--- config.mk ---
export PLATFORM = sky130hd
export DESIGN_NAME = store_buffer
export DESIGN_NICKNAME = d
export VERILOG_FILES = /design/src/rtl/store_buffer.sv
export SDC_FILE = /design/constraint.sdc
export NUM_CORES = 1
export LEC_CHECK = 0
export ABC_AREA = 0
export ABC_CLOCK_PERIOD_IN_PS = 4650
export BUFFER_PORTS_ARGS = -buffer_cell sky130_fd_sc_hd__buf_2
export CAP_MARGIN = 20
export CORE_MARGIN = 1.5
export CORE_UTILIZATION = 45
export CTS_CLUSTER_SIZE = 28
export DETAILED_ROUTE_END_ITERATION = 10
export GPL_TIMING_DRIVEN = 0
export PLACE_DENSITY = 0.67
export SLEW_MARGIN = 20
export SYNTH_ARGS = -nofsm -noshare
export SYNTH_HDL_FRONTEND = slang
export SYNTH_SLANG_ARGS = --single-unit
--- constraint.sdc ---
create_clock -name clk -period 4.65 [get_ports clk]
set_clock_uncertainty 0.1 [all_clocks]
set_input_delay 1.395 -clock clk [delete_from_list [all_inputs] [get_ports clk]]
set_output_delay 1.395 -clock clk [all_outputs]
set_load 0.005 [all_outputs]
--- src/rtl/store_buffer.sv ---
// store_buffer -- MEM-stage store path with a small write FIFO.
//
// Encodes word/half/byte stores into per-byte enables and lane-shifted write
// data, rejects misaligned stores with an AdES flag, and queues aligned stores
// in a DEPTH-entry FIFO that drains to the data bus over valid/ready.
//
// Ports:
//   clk         system clock, rising edge
//   reset       synchronous active-high, clears pointers, count and storage
//   req_valid   pipeline presents a store this cycle
//   req_op      000 none, 001 sw, 010 sh, 011 sb, others none
//   req_addr    byte address
//   req_data    store data (sh uses [15:0], sb uses [7:0])
//   req_ready   FIFO not full
//   exc_ades    misaligned store presented this cycle (combinational)
//   bus_valid   head entry valid
//   bus_addr    head entry word address (low 2 bits zero)
//   bus_byteen  head entry byte enables
//   bus_wdata   head entry lane-shifted data
//   bus_ready   bus accepts head entry
//   busy        FIFO not empty
module store_buffer #(
   parameter int DEPTH = 2,
   parameter int AW    = 32
) (
   input  logic          clk,
   input  logic          reset,
   input  logic          req_valid,
   input  logic [2:0]    req_op,
   input  logic [AW-1:0] req_addr,
   input  logic [31:0]   req_data,
   output logic          req_ready,
   output logic          exc_ades,
   output logic          bus_valid,
   output logic [AW-1:0] bus_addr,
   output logic [3:0]    bus_byteen,
   output logic [31:0]   bus_wdata,
   input  logic          bus_ready,
   output logic          busy
);

   localparam int PW = (DEPTH > 1) ? $clog2(DEPTH) : 1;
   localparam int CW = $clog2(DEPTH + 1);
   localparam logic [CW-1:0] FULL_CNT = CW'(DEPTH);

   localparam logic [2:0] OP_SW = 3'b001;
   localparam logic [2:0] OP_SH = 3'b010;
   localparam logic [2:0] OP_SB = 3'b011;

   logic [PW-1:0] rd_ptr;
   logic [PW-1:0] wr_ptr;
   logic [CW-1:0] count;

   logic [AW-1:0] mem_addr  [DEPTH];
   logic [3:0]    mem_be    [DEPTH];
   logic [31:0]   mem_wdata [DEPTH];

   logic          full;
   logic          empty;
   logic          is_store;
   logic          misaligned;
   logic          enq;
   logic          deq;
   logic [3:0]    enc_be;
   logic [31:0]   enc_wdata;
   logic [AW-1:0] enc_addr;

   assign full  = (count == FULL_CNT);
   assign empty = (count == '0);

   assign is_store   = (req_op == OP_SW) || (req_op == OP_SH) || (req_op == OP_SB);
   assign misaligned = ((req_op == OP_SW) && (req_addr[1:0] != 2'b00)) ||
                       ((req_op == OP_SH) && req_addr[0]);

   // Misaligned stores raise AdES whether or not the FIFO has room.
   assign exc_ades = req_valid && misaligned;
   assign enq      = req_valid && is_store && !misaligned && !full;
   assign deq      = !empty && bus_ready;

   // req_ready depends only on registered count, never on bus_ready.
   assign req_ready = !full;
   assign busy      = !empty;
   assign bus_valid = !empty;

   assign enc_addr = {req_addr[AW-1:2], 2'b00};

   always_comb begin
      enc_be    = 4'b0000;
      enc_wdata = 32'h0;
      case (req_op)
         OP_SW: begin
            enc_be    = 4'b1111;
            enc_wdata = req_data;
         end
         OP_SH: begin
            if (req_addr[1]) begin
               enc_be    = 4'b1100;
               enc_wdata = {req_data[15:0], 16'h0};
            end else begin
               enc_be    = 4'b0011;
               enc_wdata = {16'h0, req_data[15:0]};
            end
         end
         OP_SB: begin
            enc_be    = 4'b0001 << req_addr[1:0];
            enc_wdata = {24'h0, req_data[7:0]} << {req_addr[1:0], 3'b000};
         end
         default: begin
            enc_be    = 4'b0000;
            enc_wdata = 32'h0;
         end
      endcase
   end

   // FIFO state: pointers wrap modulo DEPTH (power of two).
   always_ff @(posedge clk) begin
      if (reset) begin
         rd_ptr <= '0;
         wr_ptr <= '0;
         count  <= '0;
         for (int i = 0; i < DEPTH; i++) begin
            mem_addr[i]  <= '0;
            mem_be[i]    <= '0;
            mem_wdata[i] <= '0;
         end
      end else begin
         if (enq) begin
            mem_addr[wr_ptr]  <= enc_addr;
            mem_be[wr_ptr]    <= enc_be;
            mem_wdata[wr_ptr] <= enc_wdata;
            wr_ptr            <= wr_ptr + 1'b1;
         end
         if (deq) begin
            rd_ptr <= rd_ptr + 1'b1;
         end
         if (enq && !deq) begin
            count <= count + 1'b1;
         end else if (deq && !enq) begin
            count <= count - 1'b1;
         end
      end
   end

   // Head entry drives the bus straight from storage; stable until dequeued.
   assign bus_addr   = mem_addr[rd_ptr];
   assign bus_byteen = mem_be[rd_ptr];
   assign bus_wdata  = mem_wdata[rd_ptr];

endmodule

==> metrics.cfg <==
[run_status]
outcome = finished clean

[detailed_routing]
vias_per_cell = 5.20
routed_wl_mm = 14.6
first_iter_violations = 283
drtPass1Iterations = 5
drc = 0
wl_per_cell_microns = 17.9
vias = 4259
antenna_left = 0

[logic_synthesis]
muxShareOfSynthArea_pct = 11.7
synth-simple-area-share_pct = 14.3
synth_top_family_by_area = simple AND/OR/NAND/NOR gates
synth_compound_area_share_pct = 5.71
synth-xor-area-share_pct = 0.551
async_flop_share_pct = 0
synth_cell_types = 38
synthCells = 465
synth_edf_count = 132
synth_warnings = 0
seq_area_frac_synth_pct = 63.9
synth_seq_cells = 137
synth_flop_cell = edfxtp_1
synth_adder_area_share_pct = 0.197
syn_area_per_cell_sq_um = 13.7
synth_area_sq_um = 6360

[place]
io_buffers = 139
place_ws_ns = 0.710
post_dp_cell_area_sq_um = 7360
hpwlAfterDp_mm = 9.91
globalplace.congestion = 0.911

[setup_path]
end_kind = primary output
cp_common_cell = clkbuf_1
cpPeakStageDelay_ns = 0.60
crit_chain = clkbuf_1 -> clkbuf_1 -> mux2_2 -> buf_2
path_class = flop to primary output
rr_startpoint = count[0]$_SDFFE_PP0P_
rrSetupSlack_ns = 1.91
required_ns = 3.15
cp_max_fo = 10
reg2regPathDepth = 5
cp-start-kind = flop
timing.rr.end = mem_wdata[1][4]$_SDFFCE_PN0P_
crit_arrival_ns = 2.43
timing.critical_path.slowest_stage_cell = clkbuf_1

[clocking]
cts_hold_buffers = 0
postCtsSetupBuffers = 0
insertion_delay_ns = 0.41
cts_tree = yes
cts_buffers = 17
htreeDepth = 4
cts_sinks = 137
cts-root-buf = clkbuf_16
cts.clk_slew.worst_paths_ns = 0.06
post_cts_resized = 0
clockBufferDepth = 2

[final_layout]
final_common_cell = buf_2
antennaDiodeCount = 0
fin_util_pct = 57.6
final_cell_mix = 143 x buf_2, 132 x edfxtp_1, 66 x mux2_2, 66 x and2_1, 58 x nor2_1
nFillCells = 1129
areaGrowthSynthToFinish_pct = 25.2
final_nets = 698
layout-drive-gt1-share_pct = 40.4
final_area_sq_um = 7970

[timing]
setup_slack_ns = 0.728
min_period_over_period_pct = 84.3
holdWs_ns = 0.426
report.final.hold_viol_count = 0
setup_violations = 0
maxSlewHeadroom_pct = 30.8
max_freq_mhz = 255
rsz0062_at_grt = false
report.final.slew_viol_count = 0
worst_pin_slew_ns = 1.03
fin_crit_ns = 3.92

[floorplanning]
rows = 43
start_util_pct = 46.0
core_area_sq_um = 13800
io_pins = 143
die-area_sq_um = 14900
die_height_microns = 122
die_x_microns = 122

[worst_hold_path]
hold_path_class = flop to flop
hold_depth = 2
holdPathEnd = rd_ptr$_SDFFE_PP0P_
worstHoldStart = rd_ptr$_SDFFE_PP0P_

[global_route]
grt_pass1_vias = 4351
grt_start_max_net_pins = 57
grt_usage_pct = 20.2
antenna_found_initial = 0
grt_pass1_wl_mm = 22.4
gr-total-overflow = 0

[flow_run]
cap_violations = 0

[power_and_ir_drop]
power_density_nw_per_um2 = 447
total_power_mw = 3.56
peakVddDrop_mv = 0.220
cellLeakagePower_nw = 3.23

## power by group
| part | internal (mW) | switching, mW |
|---|---|---|
| combinational | 0.362 | 0.359 |
| sequential | 1.44 | 0.0284 |
| clock | 0.851 | 0.516 |
| total | 2.65 | 0.904 |
## registers in the layout (all words and copies together), names as in the netlist, named ones only
register   cells
rd_ptr         1
mem_wdata     64
wr_ptr         1
mem_be         8
count          2
mem_addr      60
## cell type report
type | instances | area (sq um) | share of cell area (%)
Buffer | 34 | 211 | 2.65
Clock buffer | 19 | 433 | 5.44
Clock inverter | 13 | 170 | 2.14
Inverter | 4 | 15.0 | 0.189
Multi-Input combinational cell | 291 | 2100 | 26.3
Sequential cell | 137 | 4060 | 51.0
Tap cell | 180 | 225 | 2.83
Timing Repair Buffer | 141 | 751 | 9.43
## through the flow
stage | std cells | TNS (ns)
2_1_floorplan | 466 | 0
3_3_place_gp | 785 | -108.91
3_5_place_dp | 787 | 0
4_1_cts | 819 | 0
5_1_grt | 819 | 0
6_report | 819 | 0
## cell usage after synthesis (2+ instances only)
library cell  instances  area share, %
buf_6                 6            1.1
nor2_1               58            3.4
nor2b_1               3           0.30
and2_1               66            6.5
nand2_1              15           0.89
or4_1                 2           0.24
o22a_1                8            1.1
inv_1                 3           0.18
a32oi_1              16            2.2
a21oi_1               3           0.24
buf_4                 3           0.35
buf_2                 4           0.31
edfxtp_1            132             62
dfxtp_1               5            1.6
and3_1               16            1.6
nor4_1                2           0.20
xor2_1                4           0.55
nand2b_1              2           0.20
clkbuf_1             19            1.1
o21ai_0               5           0.39
a22oi_1               7           0.83
a21o_1                4           0.47
mux2_2               66             12
buf_8                 2           0.47
## critical path, delay by kind of cell (launching register included)
family,cells,cell delay [ns]
buf+inv,3,1.24
flops,1,0.36
mux,1,0.41
## routing by layer
metal | share of wire [%] | GRT usage [%]
met3 | 5.8 | 4.87
met5 | 0 | 0
met4 | 2.1 | 7.65
met2 | 50 | 33.5
met1 | 42 | 25.7
## kinds of logic (layout without fill, tap and decap cells)
logic type	after synthesis	after routing
AOI/OAI and AO/OA	46	46
xor gates and xnor gates	4	4
adders and majority gates	1	1
buffers and inverters	38	211
DFF	137	137
muxes	66	66
other	1	2
and+or+nand+nor	172	172
## how the worst max path moves through the flow
stage,to,slack [ns],depth (start not counted)
floorplan,mem_addr[0][0]$_SDFFCE_PN0P_,0.26,4
global placement,mem_wdata[1][20]$_SDFFCE_PN0P_,-0.83,5
detailed placement,mem_wdata[1][13]$_SDFFCE_PN0P_,0.71,6
CTS,bus_addr[26],0.63,4
global route,bus_addr[27],0.54,4
finish,bus_addr[27],0.73,4
(Power assumes the default switching activity.)
